==> config.mk <==
export PLATFORM = sky130hd
export DESIGN_NAME = rx_frame_ctrl
export DESIGN_NICKNAME = d
export VERILOG_FILES = /design/src/rtl/rx_frame_ctrl.sv
export SDC_FILE = /design/constraint.sdc
export NUM_CORES = 1
export LEC_CHECK = 0
export CELL_PAD_IN_SITES_DETAIL_PLACEMENT = 0
export CELL_PAD_IN_SITES_GLOBAL_PLACEMENT = 1
export CORE_MARGIN = 2
export CORE_UTILIZATION = 34
export CTS_CLUSTER_SIZE = 40
export DETAILED_ROUTE_END_ITERATION = 12
export PLACE_DENSITY_LB_ADDON = 0.1
export SYNTH_ARGS = -nofsm -noshare
export SYNTH_HDL_FRONTEND = slang
export SYNTH_SLANG_ARGS = --single-unit
==> constraint.sdc <==
create_clock -name clk -period 3.77 [get_ports clk]
set_clock_uncertainty 0.2 [all_clocks]
set_input_delay 0.754 -clock clk [delete_from_list [all_inputs] [get_ports clk]]
set_output_delay 0.754 -clock clk [all_outputs]
set_load 0.005 [all_outputs]
==> src/rtl/rx_frame_ctrl.sv <==
// Receive-path sequencer: start detection, mid-bit sampling, shift strobes and frame-complete strobe.
// Optional even-parity checking is enabled by defining RX_PARITY_EN.
module rx_frame_ctrl #(
    parameter int unsigned CLKS_PER_BIT = 16,
    parameter int unsigned DATA_BITS    = 8
) (
    input  logic clk,
    input  logic reset,
    input  logic serialIn,
    output logic shiftEn,
    output logic sampledBit,
    output logic charReceived,
    output logic framingError,
    output logic parityError,
    output logic busy
);

    localparam int unsigned CNT_W = $clog2(CLKS_PER_BIT);
    localparam int unsigned IDX_W = $clog2(DATA_BITS + 1);

    localparam logic [CNT_W-1:0] CNT_HALF = CNT_W'(CLKS_PER_BIT / 2 - 1);
    localparam logic [CNT_W-1:0] CNT_LAST = CNT_W'(CLKS_PER_BIT - 1);
    localparam logic [IDX_W-1:0] IDX_LAST = IDX_W'(DATA_BITS - 1);

`ifdef RX_PARITY_EN
    // parityError must land on the stop-sample cycle, so it is registered one count earlier
    localparam logic [CNT_W-1:0] CNT_PERR = CNT_W'(CLKS_PER_BIT - 2);

    typedef enum logic [2:0] {
        ST_IDLE,
        ST_START,
        ST_DATA,
        ST_PARITY,
        ST_STOP,
        ST_BREAK
    } state_t;
`else
    typedef enum logic [2:0] {
        ST_IDLE,
        ST_START,
        ST_DATA,
        ST_STOP,
        ST_BREAK
    } state_t;
`endif

    state_t           state;
    logic [1:0]       sync_q;
    logic             rxs;
    logic [CNT_W-1:0] bit_cnt;
    logic [IDX_W-1:0] bit_idx;

`ifdef RX_PARITY_EN
    logic par_acc;
    logic par_mis;
`endif

    // Two-flop synchronizer, preset to the idle-high line level
    always_ff @(posedge clk or negedge reset) begin
        if (!reset) begin
            sync_q <= 2'b11;
        end else begin
            sync_q <= {sync_q[0], serialIn};
        end
    end

    assign rxs = sync_q[1];

    always_ff @(posedge clk or negedge reset) begin
        if (!reset) begin
            state        <= ST_IDLE;
            bit_cnt      <= '0;
            bit_idx      <= '0;
            shiftEn      <= 1'b0;
            sampledBit   <= 1'b0;
            charReceived <= 1'b0;
            framingError <= 1'b0;
            busy         <= 1'b0;
`ifdef RX_PARITY_EN
            parityError  <= 1'b0;
            par_acc      <= 1'b0;
            par_mis      <= 1'b0;
`endif
        end else begin
            shiftEn      <= 1'b0;
            charReceived <= 1'b0;
            framingError <= 1'b0;
`ifdef RX_PARITY_EN
            parityError  <= 1'b0;
`endif
            case (state)
                ST_IDLE: begin
                    bit_cnt <= '0;
                    if (!rxs) begin
                        state <= ST_START;
                        busy  <= 1'b1;
                    end
                end

                // Re-check the line at the middle of the start bit to reject glitches
                ST_START: begin
                    if (bit_cnt == CNT_HALF) begin
                        bit_cnt <= '0;
                        if (rxs) begin
                            state <= ST_IDLE;
                            busy  <= 1'b0;
                        end else begin
                            state   <= ST_DATA;
                            bit_idx <= '0;
`ifdef RX_PARITY_EN
                            par_acc <= 1'b0;
                            par_mis <= 1'b0;
`endif
                        end
                    end else begin
                        bit_cnt <= bit_cnt + 1'b1;
                    end
                end

                ST_DATA: begin
                    if (bit_cnt == CNT_LAST) begin
                        bit_cnt    <= '0;
                        shiftEn    <= 1'b1;
                        sampledBit <= rxs;
                        bit_idx    <= bit_idx + 1'b1;
`ifdef RX_PARITY_EN
                        par_acc    <= par_acc ^ rxs;
                        if (bit_idx == IDX_LAST) begin
                            state <= ST_PARITY;
                        end
`else
                        if (bit_idx == IDX_LAST) begin
                            state <= ST_STOP;
                        end
`endif
                    end else begin
                        bit_cnt <= bit_cnt + 1'b1;
                    end
                end

`ifdef RX_PARITY_EN
                ST_PARITY: begin
                    if (bit_cnt == CNT_LAST) begin
                        bit_cnt <= '0;
                        par_mis <= (rxs != par_acc);
                        state   <= ST_STOP;
                    end else begin
                        bit_cnt <= bit_cnt + 1'b1;
                    end
                end
`endif

                ST_STOP: begin
                    if (bit_cnt == CNT_LAST) begin
                        bit_cnt <= '0;
                        if (rxs) begin
                            charReceived <= 1'b1;
                            state        <= ST_IDLE;
                            busy         <= 1'b0;
                        end else begin
                            framingError <= 1'b1;
                            state        <= ST_BREAK;
                        end
                    end else begin
                        bit_cnt <= bit_cnt + 1'b1;
`ifdef RX_PARITY_EN
                        if (bit_cnt == CNT_PERR && par_mis) begin
                            parityError <= 1'b1;
                        end
`endif
                    end
                end

                // Require half a bit of continuous idle before re-arming start detection
                ST_BREAK: begin
                    if (!rxs) begin
                        bit_cnt <= '0;
                    end else if (bit_cnt == CNT_HALF) begin
                        bit_cnt <= '0;
                        state   <= ST_IDLE;
                        busy    <= 1'b0;
                    end else begin
                        bit_cnt <= bit_cnt + 1'b1;
                    end
                end

                default: begin
                    state   <= ST_IDLE;
                    bit_cnt <= '0;
                    busy    <= 1'b0;
                end
            endcase
        end
    end

`ifndef RX_PARITY_EN
    assign parityError = 1'b0;
`endif

endmodule

==> insert_results.sql, run 1 <==
INSERT INTO impl_metrics (metric_group, metric, value, unit) VALUES
('synth', 'synthSimpleGateAreaFrac', '18.7', '%'),
('global_routing', 'gr-usage-all-layers', '10.9', '%'),
('pwr', 'power.switching_fraction', '37.0', '%'),
('critical_path', 'cp_data_arrival_time', '1160', 'ps'),
('clock_tree', 'worst_skew_pair.late_latency', '280', 'ps'),
('route', 'totalWireLength', '1.57', 'mm'),
('cells_and_area', 'final.fill_count', '274', ''),
('global_routing', 'grt_first_pass_wirelength', '2.69', 'mm'),
('synth', 'combinational_family_with_the_most_area_after_synthesis', 'simple AND/OR/NAND/NOR gates', ''),
('synth', 'yosys.area_share.xor_xnor', '1.96', '%'),
('place', 'place.port_buffers', '7', ''),
('critical_path', 'worst-path-max-fanout', '3', ''),
('route', 'drt-initial-drc-count', '20', ''),
('synth', 'syn-cell-area', '892', 'um2'),
('pwr', 'p_leak', '0.427', 'nW'),
('global_routing', 'grt_pass1_vias', '619', ''),
('synth', 'seq_area_frac_synth', '50.8', '%'),
('outcome', 'status', 'finished clean', ''),
('critical_path', 'slowest_stage_delay_cp', '500', 'ps'),
('pwr', 'p_switching', '0.000221', 'W'),
('clock_tree', 'postCtsHoldBufs', '0', ''),
('pwr', 'seq_power_share', '49.3', '%'),
('clock_tree', 'root_buffer', 'sky130_fd_sc_hd__clkbuf_4', ''),
('global_routing', 'grt_antenna_before_repair', '0', ''),
('route', 'route.antenna.remaining_nets', '0', ''),
('critical_path', 'worstPathCellList', 'clkdlybuf4s50_1', ''),
('floorplan', 'placement_row_count', '18', ''),
('synth', 'syn_nets', '92', ''),
('cells_and_area', 'area_delta_synth_final', '12.2', '%'),
('floorplan', 'fp.dieH', '55.2', 'um'),
('cells_and_area', 'drive_above_1_share', '11.8', '%'),
('cells_and_area', 'nNetsFinal', '99', ''),
('floorplan', 'floorplan.initialDensity', '36.0', '%'),
('timing', 'slew_headroom', '46.4', '%'),
('timing', 'finalSetupViolations', '0', ''),
('critical_path', 'timing.critical_path.buf_inv', '1', ''),
('synth', 'post_synth_inst_count', '87', ''),
('critical_path', 'setup.reg_to_reg.worst_slack', '1900', 'ps'),
('critical_path', 'worstSetupStartpointType', 'flip-flop', ''),
('synth', 'syn-mean-instance-area', '10.3', 'um2'),
('floorplan', 'floorplan.die_area', '3050', 'um2'),
('cells_and_area', 'finish.cell_count_without_fillers', '123', ''),
('critical_path', 'worstSetupEndpointType', 'output pin', ''),
('synth', 'synth_compound_gate_area_share', '18.5', '%'),
('job', 'timing.max_cap.violations', '0', ''),
('timing', 'fin_hold_ws', '164', 'ps'),
('timing', 'fmaxAchievable', '0.472', 'GHz'),
('cells_and_area', 'final_area', '1000', 'um2'),
('place', 'hpwl', '1.16', 'mm'),
('clock_tree', 'ctsResizeCount', '0', ''),
('clock_tree', 'cts_max_path_buffers', '2', ''),
('clock_tree', 'clkSinkCount', '18', ''),
('timing', 'timing.final.hold_violations', '0', ''),
('cells_and_area', 'antenna_cells_inserted', '0', ''),
('critical_path', 'critical_path.top_delay_family', 'buffers and inverters', ''),
('place', 'routability_congestion_estimate_from_global_placement', '0.685', ''),
('synth', 'synth.mux.area_fraction', '1.26', '%'),
('critical_path', 'worst_path_class_setup', 'reg -> out', ''),
('place', 'dpl_cell_area', '965', 'um2'),
('pwr', 'pwr-share-clk', '19.3', '%'),
('clock_tree', 'cts.repair_timing.setup_buffer_count', '0', ''),
('pwr', 'cellPowerDensity', '596', 'nW/um2'),
('synth', 'synth.area.top_cells', 'sky130_fd_sc_hd__dfrtp_1 45%, sky130_fd_sc_hd__dfstp_2 5.9%, sky130_fd_sc_hd__a21oi_1 5.0%, sky130_fd_sc_hd__nor2_1 3.8%, sky130_fd_sc_hd__a31oi_1 3.5%', ''),
('floorplan', 'io_pins', '9', ''),
('floorplan', 'floorplan.core_area', '2480', 'um2'),
('synth', 'netlist-cell-type-count', '33', ''),
('critical_path', 'crit_path_top_delay_cell', 'sky130_fd_sc_hd__clkdlybuf4s50_1', ''),
('pwr', 'cellInternalPower', '0.000376', 'W'),
('route', 'post_drt_wl_per_cell', '12.8', 'um'),
('route', 'drc', '0', ''),
('global_routing', 'grt-ovfl-total', '0', '');
synth_stat cells, drive strengths merged:
| cell type | number |
|---|---|
| xor2 | 1 |
| ha | 2 |
| a31oi | 5 |
| and3 | 1 |
| o32ai | 1 |
| nor2b | 2 |
| conb | 1 |
| a41oi | 1 |
| a211oi | 2 |
| o311ai | 1 |
| a21oi | 9 |
| mux2 | 1 |
| buf | 5 |
| nand2b | 3 |
| dfrtp | 16 |
| xnor2 | 1 |
| or3 | 1 |
| dfstp | 2 |
| nor3 | 2 |
| nand3 | 3 |
| nor4b | 1 |
| o21ai | 3 |
| nand3b | 1 |
| o211ai | 2 |
| a311o | 1 |
| inv | 4 |
| nor4 | 1 |
| o31ai | 1 |
| nand2 | 4 |
| nor2 | 9 |
worst paths after layout:
path                            startpoint            to  cells after the start
worst min register to register   sync_q[0]     sync_q[1]                      0
min in group asynchronous            reset  charReceived                      1
worst max-delay path                  busy          busy                      1
worst max register to register  bit_cnt[0]    sampledBit                      4
worst min-delay path             sync_q[0]     sync_q[1]                      0
max in group asynchronous            reset    bit_idx[3]                      1
state kept, by name (all words and copies together) (netlist names):
name          cells
bit_cnt           4
bit_idx           4
busy              1
charReceived      1
framingError      1
sampledBit        1
shiftEn           1
state             3
sync_q            2
cell usage in the layout (no fill, tap or decap):
| cell type | synthesis | final |
|---|---|---|
| sky130_fd_sc_hd__a211oi_1 | 2 | 2 |
| sky130_fd_sc_hd__a21oi_1 | 9 | 9 |
| sky130_fd_sc_hd__a311o_1 | 1 | 1 |
| sky130_fd_sc_hd__a31oi_1 | 5 | 5 |
| sky130_fd_sc_hd__a41oi_1 | 1 | 1 |
| sky130_fd_sc_hd__and3_2 | 1 | 1 |
| sky130_fd_sc_hd__clkbuf_4 | 0 | 3 |
| sky130_fd_sc_hd__clkbuf_8 | 0 | 1 |
| sky130_fd_sc_hd__clkdlybuf4s50_1 | 0 | 7 |
| sky130_fd_sc_hd__conb_1 | 1 | 1 |
| sky130_fd_sc_hd__dfrtp_1 | 16 | 16 |
| sky130_fd_sc_hd__dfstp_2 | 2 | 2 |
| sky130_fd_sc_hd__ha_1 | 2 | 2 |
| sky130_fd_sc_hd__inv_1 | 4 | 4 |
| sky130_fd_sc_hd__mux2_2 | 1 | 1 |
| sky130_fd_sc_hd__nand2_1 | 3 | 3 |
| sky130_fd_sc_hd__nand2_4 | 1 | 1 |
| sky130_fd_sc_hd__nand2b_1 | 2 | 2 |
| sky130_fd_sc_hd__nand2b_2 | 1 | 1 |
| sky130_fd_sc_hd__nand3_1 | 3 | 3 |
| sky130_fd_sc_hd__nand3b_1 | 1 | 1 |
| sky130_fd_sc_hd__nor2_1 | 9 | 9 |
| sky130_fd_sc_hd__nor2b_1 | 2 | 2 |
| sky130_fd_sc_hd__nor3_1 | 2 | 2 |
| sky130_fd_sc_hd__nor4_4 | 1 | 1 |
| sky130_fd_sc_hd__nor4b_1 | 1 | 1 |
| sky130_fd_sc_hd__o211ai_1 | 2 | 2 |
| sky130_fd_sc_hd__o21ai_0 | 3 | 3 |
| sky130_fd_sc_hd__o311ai_0 | 1 | 1 |
| sky130_fd_sc_hd__o31ai_1 | 1 | 1 |
| sky130_fd_sc_hd__o32ai_1 | 1 | 1 |
| sky130_fd_sc_hd__or3_1 | 1 | 1 |
| sky130_fd_sc_hd__xnor2_1 | 1 | 1 |
| sky130_fd_sc_hd__xor2_1 | 1 | 1 |
cell families (layout without fill, tap and decap cells):
group / count (synthesis) / in the layout
fa+ha+maj: 2 / 2
xor+xnor: 2 / 2
mux: 1 / 1
compound gates: 26 / 26
flops: 18 / 18
simple gates: 28 / 28
buf+inv: 9 / 15
other cells: 1 / 1
routing by layer:
metal	global-route usage (%)	share of wire (%)	vias up
li1	-	-	324
met1	14.3	45	315
met2	17.5	50	17
met3	2.34	4.1	2
met4	4.53	0.95	0
met5	0	0	-
power by group through the flow:
stage | Clock (W) | Combinational (W) | Sequential [W]
global placement | 0 | 0.000189 | 0.000298
global route | 0.000133 | 0.000211 | 0.000305
CTS | 0.000120 | 0.000190 | 0.000293
detailed placement | 0 | 0.000189 | 0.000297
floorplan | 0 | 0.000187 | 0.000259
finish | 0.000115 | 0.000188 | 0.000294
stage by stage:
stage	worst slack, ps	util, %	total power, W
after global placement	1780	38.9	0.000487
final	1650	40.4	0.000597
after global routing	1590	40.4	0.000649
after CTS	1640	40.4	0.000603
after floorplan	2050	-	0.000446
after detailed placement	1780	38.9	0.000486
layout make-up:
type	instances	area (um2)	area share, %
multi-input cells	60	389	38.9
repair buffers	7	70.1	7.00
clock buffers	4	36.3	3.62
well taps	30	37.5	3.75
inverters	4	15.0	1.50
flip-flops and latches	18	453	45.2
Power figures use the tool's default switching activity.
==> run 2, diff against run 1 <==
==> constraint.sdc (replaced) <==
create_clock -name clk -period 2.08 [get_ports clk]
set_clock_uncertainty 0.2 [all_clocks]
set_input_delay 0.416 -clock clk [delete_from_list [all_inputs] [get_ports clk]]
set_output_delay 0.416 -clock clk [all_outputs]
set_load 0.005 [all_outputs]
==> insert_results.sql, run 2 (synthesized netlist as in run 1, its figures left out) <==
INSERT INTO impl_metrics (metric_group, metric, value, unit) VALUES
('global_routing', 'grt_pass1_vias', '652', ''),
('pwr', 'cellPowerDensity', '1090', 'nW/um2'),
('place', 'post-place-cells', '123', ''),
('pwr', 'power.switching_fraction', '37.5', '%'),
('pwr', 'p_leak', '0.448', 'nW'),
('cells_and_area', 'antenna_cells_inserted', '0', ''),
('floorplan', 'floorplan.initialDensity', '36.0', '%'),
('cells_and_area', 'drive_above_1_share', '15.5', '%'),
('clock_tree', 'worst_skew_pair.late_latency', '300', 'ps'),
('floorplan', 'floorplan.die_area', '3050', 'um2'),
('route', 'first_pass_iters', '4', ''),
('cells_and_area', 'area_delta_synth_final', '15.6', '%'),
('pwr', 'maximum_vdd_ir_drop', '641', 'uV'),
('clock_tree', 'cts-buffers-inserted', '3', ''),
('job', 'timing.max_cap.violations', '0', ''),
('floorplan', 'floorplan.core_area', '2480', 'um2'),
('critical_path', 'crit_path_top_delay_cell', 'sky130_fd_sc_hd__dfrtp_1', ''),
('place', 'hpwl', '1.31', 'mm'),
('pwr', 'cellInternalPower', '0.000704', 'W'),
('critical_path', 'setup.reg_to_reg.worst_slack', '170', 'ps'),
('pwr', 'p_switching', '0.000422', 'W'),
('outcome', 'status', 'finished clean', ''),
('route', 'post_drt_wl_per_cell', '13.9', 'um'),
('critical_path', 'worstPathCellList', 'ha_1 -> nand2_4 -> nor4_4 -> mux2_2', ''),
('clock_tree', 'cts_max_path_buffers', '2', ''),
('timing', 'timing_max_transition_violations_final', '0', ''),
('pwr', 'pwr-share-clk', '19.4', '%'),
('global_routing', 'grt_antenna_before_repair', '0', ''),
('cells_and_area', 'reg_top3', 'bit_cnt (4), bit_idx (4), state (3)', ''),
('timing', 'final.period_utilization', '91.8', '%'),
('cells_and_area', 'finish.cell_count_without_fillers', '127', ''),
('cells_and_area', 'final.fill_count', '256', ''),
('route', 'route.antenna.remaining_nets', '0', ''),
('cells_and_area', 'nNetsFinal', '103', ''),
('floorplan', 'fp.dieH', '55.2', 'um'),
('global_routing', 'grt_max_degree', '19', ''),
('critical_path', 'worstSetupEndpointType', 'flip-flop', ''),
('pwr', 'total_power', '0.00113', 'W'),
('critical_path', 'worst-path-max-fanout', '6', ''),
('clock_tree', 'postCtsHoldBufs', '0', ''),
('place', 'routability_congestion_estimate_from_global_placement', '0.819', ''),
('clock_tree', 'cts_tree', 'built', ''),
('floorplan', 'io_pins', '9', ''),
('timing', 'timing.final.hold_violations', '0', ''),
('route', 'via_count', '662', ''),
('floorplan', 'placement_row_count', '18', ''),
('global_routing', 'gr-usage-all-layers', '12.8', '%'),
('route', 'totalWireLength', '1.77', 'mm'),
('place', 'dpl_cell_area', '995', 'um2'),
('place', 'place.port_buffers', '7', ''),
('global_routing', 'grt_first_pass_wirelength', '3.07', 'mm'),
('timing', 'fin_tns_setup', '0', 'ps'),
('critical_path', 'slowest_stage_delay_cp', '390', 'ps'),
('global_routing', 'grt-ovfl-total', '0', ''),
('clock_tree', 'clkSinkCount', '18', ''),
('cells_and_area', 'final_area', '1030', 'um2'),
('timing', 'rsz_0062_raised_after_global_routing', 'no', ''),
('clock_tree', 'root_buffer', 'sky130_fd_sc_hd__clkbuf_4', ''),
('route', 'drc', '0', ''),
('timing', 'finalSetupViolations', '0', ''),
('clock_tree', 'h-tree-depth', '1', ''),
('timing', 'fmaxAchievable', '0.524', 'GHz'),
('clock_tree', 'cts.repair_timing.setup_buffer_count', '0', ''),
('critical_path', 'worst_path_class_setup', 'reg -> reg', ''),
('critical_path', 'worstSetupStartpointType', 'flip-flop', ''),
('clock_tree', 'clk_pin_slew', '110', 'ps'),
('clock_tree', 'ctsResizeCount', '0', ''),
('route', 'drt-initial-drc-count', '27', ''),
('cells_and_area', 'mostFrequentLayoutCell', 'sky130_fd_sc_hd__dfrtp_1', ''),
('timing', 'fin_hold_ws', '166', 'ps'),
('critical_path', 'cp.required', '2070', 'ps'),
('hold_path', 'hold_path_class', 'reg -> reg', ''),
('cells_and_area', 'most-common-layout-cells', '16 x sky130_fd_sc_hd__dfrtp_1, 9 x sky130_fd_sc_hd__a21oi_1, 9 x sky130_fd_sc_hd__nor2_1', ''),
('pwr', 'combPwrFrac', '34.6', '%'),
('critical_path', 'cp_data_arrival_time', '1900', 'ps'),
('floorplan', 'die_width', '55.2', 'um'),
('timing', 'finalWorstPathRequiredPeriod', '1910', 'ps'),
('pwr', 'seq_power_share', '46.0', '%'),
('route', 'vias_per_cell', '5.21', '');
-- run 2: changes by cell type in the layout (fill, tap and decap cells not counted), sizes merged --
cell,previous run,this run
buf,0,4
-- run 2: layout make-up --
type                            count  area (um2)  area share (%)
Clock buffer                        4        36.3            3.52
Sequential cell                    18         453            43.9
Inverter                            4        15.0            1.46
Tap cell                           30        37.5            3.64
Timing Repair Buffer               11         100            9.71
Multi-Input combinational cell     60         389            37.7
-- run 2: path summary, 6_finish.rpt --
check	cells past startpoint	from	to
setup reg to reg	4	bit_cnt[0]	sampledBit
min in group asynchronous	2	reset	state[1]
hold reg to reg	0	sync_q[0]	sync_q[1]
max in group asynchronous	2	reset	sync_q[0]
setup / recovery	4	bit_cnt[0]	sampledBit
hold / removal	0	sync_q[0]	sync_q[1]
-- run 2: metrics by stage --
step | util (%) | setup WS (ps)
after floorplan | - | 361
after global placement | 40.2 | 260
after detailed placement | 40.2 | 192
after CTS | 41.6 | 170
after global routing | 41.6 | 82.7
final | 41.6 | 171
-- run 2: critical path: cells and delay by family, from the launching register on --
kind	cells	cell delay, ps
flops	1	390
mux	1	380
simple gates	2	490
fa+ha+maj	1	330
-- run 2: layer usage --
metal	up-vias	GRT usage [%]	wire, um
met5	-	0	0
met4	0	7.32	42
met3	5	3.04	52
met2	8	18.0	804
met1	318	17.9	869
li1	331	-	-
-- run 2: power groups by stage --
stage / combinational, W / clock, W / sequential [W]
2_1_floorplan: 0.000340 / 0 / 0.000469
3_3_place_gp: 0.000394 / 0 / 0.000523
3_5_place_dp: 0.000391 / 0 / 0.000526
4_1_cts: 0.000394 / 0.000220 / 0.000519
5_1_grt: 0.000443 / 0.000247 / 0.000533
6_report: 0.000390 / 0.000218 / 0.000518
==> run 3, diff against run 2 <==
--- a/config.mk
+++ b/config.mk
@@ -12,6 +12,8 @@
 export CTS_CLUSTER_SIZE = 40
 export DETAILED_ROUTE_END_ITERATION = 12
 export PLACE_DENSITY_LB_ADDON = 0.1
+export SETUP_SLACK_MARGIN = 0.4
+export SLEW_MARGIN = 20
 export SYNTH_ARGS = -nofsm -noshare
 export SYNTH_HDL_FRONTEND = slang
 export SYNTH_SLANG_ARGS = --single-unit
==> insert_results.sql, run 3 (synthesized netlist as in run 1, its figures left out) <==
INSERT INTO impl_metrics (metric_group, metric, value, unit) VALUES
('outcome', 'status', 'finished clean', ''),
('clock_tree', 'cts_max_path_buffers', '2', ''),
('place', 'routability_congestion_estimate_from_global_placement', '0.802', ''),
('timing', 'final.period_utilization', '81.4', '%'),
('place', 'place_worst_setup_slack', '274', 'ps'),
('floorplan', 'io_pins', '9', ''),
('route', 'first_pass_iters', '4', ''),
('global_routing', 'gr-usage-all-layers', '12.7', '%'),
('job', 'timing.max_cap.violations', '0', ''),
('cells_and_area', 'reg_top3', 'bit_cnt (4), bit_idx (4), state (3)', ''),
('pwr', 'combPwrFrac', '36.9', '%'),
('route', 'totalWireLength', '1.82', 'mm'),
('clock_tree', 'cts_tree', 'built', ''),
('critical_path', 'worst_r2r_dst', 'sampledBit', ''),
('clock_tree', 'clk_pin_slew', '100', 'ps'),
('timing', 'finalWorstPathRequiredPeriod', '1690', 'ps'),
('place', 'post-place-cells', '122', ''),
('cells_and_area', 'most-common-layout-cells', '14 x sky130_fd_sc_hd__dfrtp_1, 10 x sky130_fd_sc_hd__buf_4, 8 x sky130_fd_sc_hd__nor2_1', ''),
('timing', 'rsz_0062_raised_after_global_routing', 'yes', ''),
('pwr', 'maximum_vdd_ir_drop', '496', 'uV'),
('critical_path', 'r2r_cells', '4', ''),
('clock_tree', 'worst_skew_pair.late_latency', '290', 'ps'),
('critical_path', 'worst_setup_path_startpoint', 'bit_cnt[0]', ''),
('cells_and_area', 'nNetsFinal', '109', ''),
('cells_and_area', 'antenna_cells_inserted', '0', ''),
('route', 'drc', '0', ''),
('critical_path', 'worstSetupStartpointType', 'flip-flop', ''),
('hold_path', 'worstHoldEndpoint', 'sync_q[1]', ''),
('floorplan', 'floorplan.die_area', '3050', 'um2'),
('pwr', 'cellInternalPower', '0.000740', 'W'),
('hold_path', 'hold_path_class', 'reg -> reg', ''),
('pwr', 'p_switching', '0.000438', 'W'),
('clock_tree', 'root_buffer', 'sky130_fd_sc_hd__clkbuf_4', ''),
('timing', 'timing.final.hold_violations', '0', ''),
('global_routing', 'grt_antenna_before_repair', '0', ''),
('cells_and_area', 'drive_above_1_share', '27.2', '%'),
('route', 'route.antenna.remaining_nets', '0', ''),
('critical_path', 'cp.required', '2060', 'ps'),
('cells_and_area', 'area_delta_synth_final', '23.7', '%'),
('floorplan', 'die_width', '55.2', 'um'),
('route', 'drt-initial-drc-count', '11', ''),
('global_routing', 'grt_pass1_vias', '659', ''),
('global_routing', 'grt-ovfl-total', '0', ''),
('route', 'post_drt_wl_per_cell', '13.7', 'um'),
('timing', 'setup_slack', '386', 'ps'),
('pwr', 'power.switching_fraction', '37.2', '%'),
('floorplan', 'fp.dieH', '55.2', 'um'),
('critical_path', 'r2r_start', 'bit_cnt[0]', ''),
('clock_tree', 'cts-buffers-inserted', '3', ''),
('cells_and_area', 'mostFrequentLayoutCell', 'sky130_fd_sc_hd__dfrtp_1', ''),
('timing', 'fmaxAchievable', '0.590', 'GHz'),
('route', 'vias_per_cell', '5.35', ''),
('place', 'dpl_cell_area', '990', 'um2'),
('critical_path', 'worstSetupEndpointType', 'flip-flop', ''),
('global_routing', 'grt_max_degree', '19', ''),
('pwr', 'seq_power_share', '45.3', '%'),
('floorplan', 'placement_row_count', '18', ''),
('pwr', 'pwr-share-clk', '17.8', '%'),
('floorplan', 'floorplan.initialDensity', '36.0', '%'),
('floorplan', 'floorplan.core_area', '2480', 'um2'),
('place', 'hpwl', '1.25', 'mm'),
('hold_path', 'worstHoldPathCells', '0', ''),
('hold_path', 'worstHoldStart', 'sync_q[0]', ''),
('critical_path', 'worst_path_class_setup', 'reg -> reg', ''),
('cells_and_area', 'finish.cell_count_without_fillers', '133', ''),
('global_routing', 'grt_first_pass_wirelength', '3.01', 'mm'),
('cells_and_area', 'final_area', '1100', 'um2'),
('timing', 'fin_tns_setup', '0', 'ps'),
('pwr', 'cellPowerDensity', '1070', 'nW/um2'),
('critical_path', 'worst-path-max-fanout', '5', ''),
('timing', 'finalSetupViolations', '0', ''),
('timing', 'timing_max_transition_violations_final', '0', ''),
('place', 'place.port_buffers', '7', ''),
('clock_tree', 'clkSinkCount', '18', ''),
('pwr', 'p_leak', '0.493', 'nW'),
('clock_tree', 'h-tree-depth', '1', ''),
('route', 'via_count', '712', ''),
('critical_path', 'setup.reg_to_reg.worst_slack', '390', 'ps'),
('critical_path', 'cp_data_arrival_time', '1670', 'ps');
run 3: changes by cell type in the layout (fill, tap and decap cells not counted), sizes merged:
cell	previous run	this run
buf	4	10
clkdlybuf4s50	7	2
dlygate4sd2	0	5
run 3: how the worst max path moves through the flow:
stage	endpoint	slack, ps	depth (start not counted)
final	sampledBit	390	4
after global routing	sampledBit	320	4
after CTS	sampledBit	330	4
after detailed placement	sampledBit	270	4
after global placement	bit_idx[2]	300	4
after floorplan	sampledBit	410	4
run 3: power groups by stage:
| stage | combinational (W) | sequential (W) | clock [W] |
|---|---|---|---|
| final | 0.000435 | 0.000534 | 0.000209 |
| after global routing | 0.000486 | 0.000547 | 0.000232 |
| after CTS | 0.000389 | 0.000523 | 0.000221 |
| after detailed placement | 0.000380 | 0.000528 | 0 |
| after global placement | 0.000389 | 0.000527 | 0 |
| after floorplan | 0.000342 | 0.000470 | 0 |
run 3: critical path: stages, from the launching register on:
cell                      delay, ps
sky130_fd_sc_hd__dfrtp_1        420
sky130_fd_sc_hd__ha_4           190
sky130_fd_sc_hd__nand2_4         80
sky130_fd_sc_hd__nor4_4         380
sky130_fd_sc_hd__mux2_4         330
run 3: repair_timing:
| action | CTS | global route |
|---|---|---|
| buffers inserted | 1 | 6 |
| endpoints found under the setup margin | 10 | 6 |
| pin swaps | 1 | 2 |
| hold buffers | 0 | 0 |
| gates resized for setup | 8 | 5 |
run 3: final cells by class:
cell class | count | area (um2)
Sequential cell | 18 | 455
Inverter | 4 | 15.0
Multi-Input combinational cell | 60 | 420
Clock buffer | 4 | 36.3
Fill cell | 244 | 1370
Tap cell | 30 | 37.5
Timing Repair Buffer | 17 | 139
run 3: routing by layer:
layer | wire length, um | up-vias | global-route usage (%)
met2 | 886 | 15 | 19.0
met1 | 810 | 344 | 16.2
li1 | - | 347 | -
met5 | 0 | - | 0
met4 | 56 | 0 | 9.41
met3 | 68 | 6 | 2.11
run 3: stage by stage:
step | total power, W | util, % | hold WS, ps
final | 0.00118 | 44.5 | 163
after global routing | 0.00127 | 44.5 | 172
after CTS | 0.00113 | 41.8 | 165
after detailed placement | 0.000908 | 39.9 | 149
after global placement | 0.000916 | 39.9 | 146
after floorplan | 0.000812 | - | -79.6
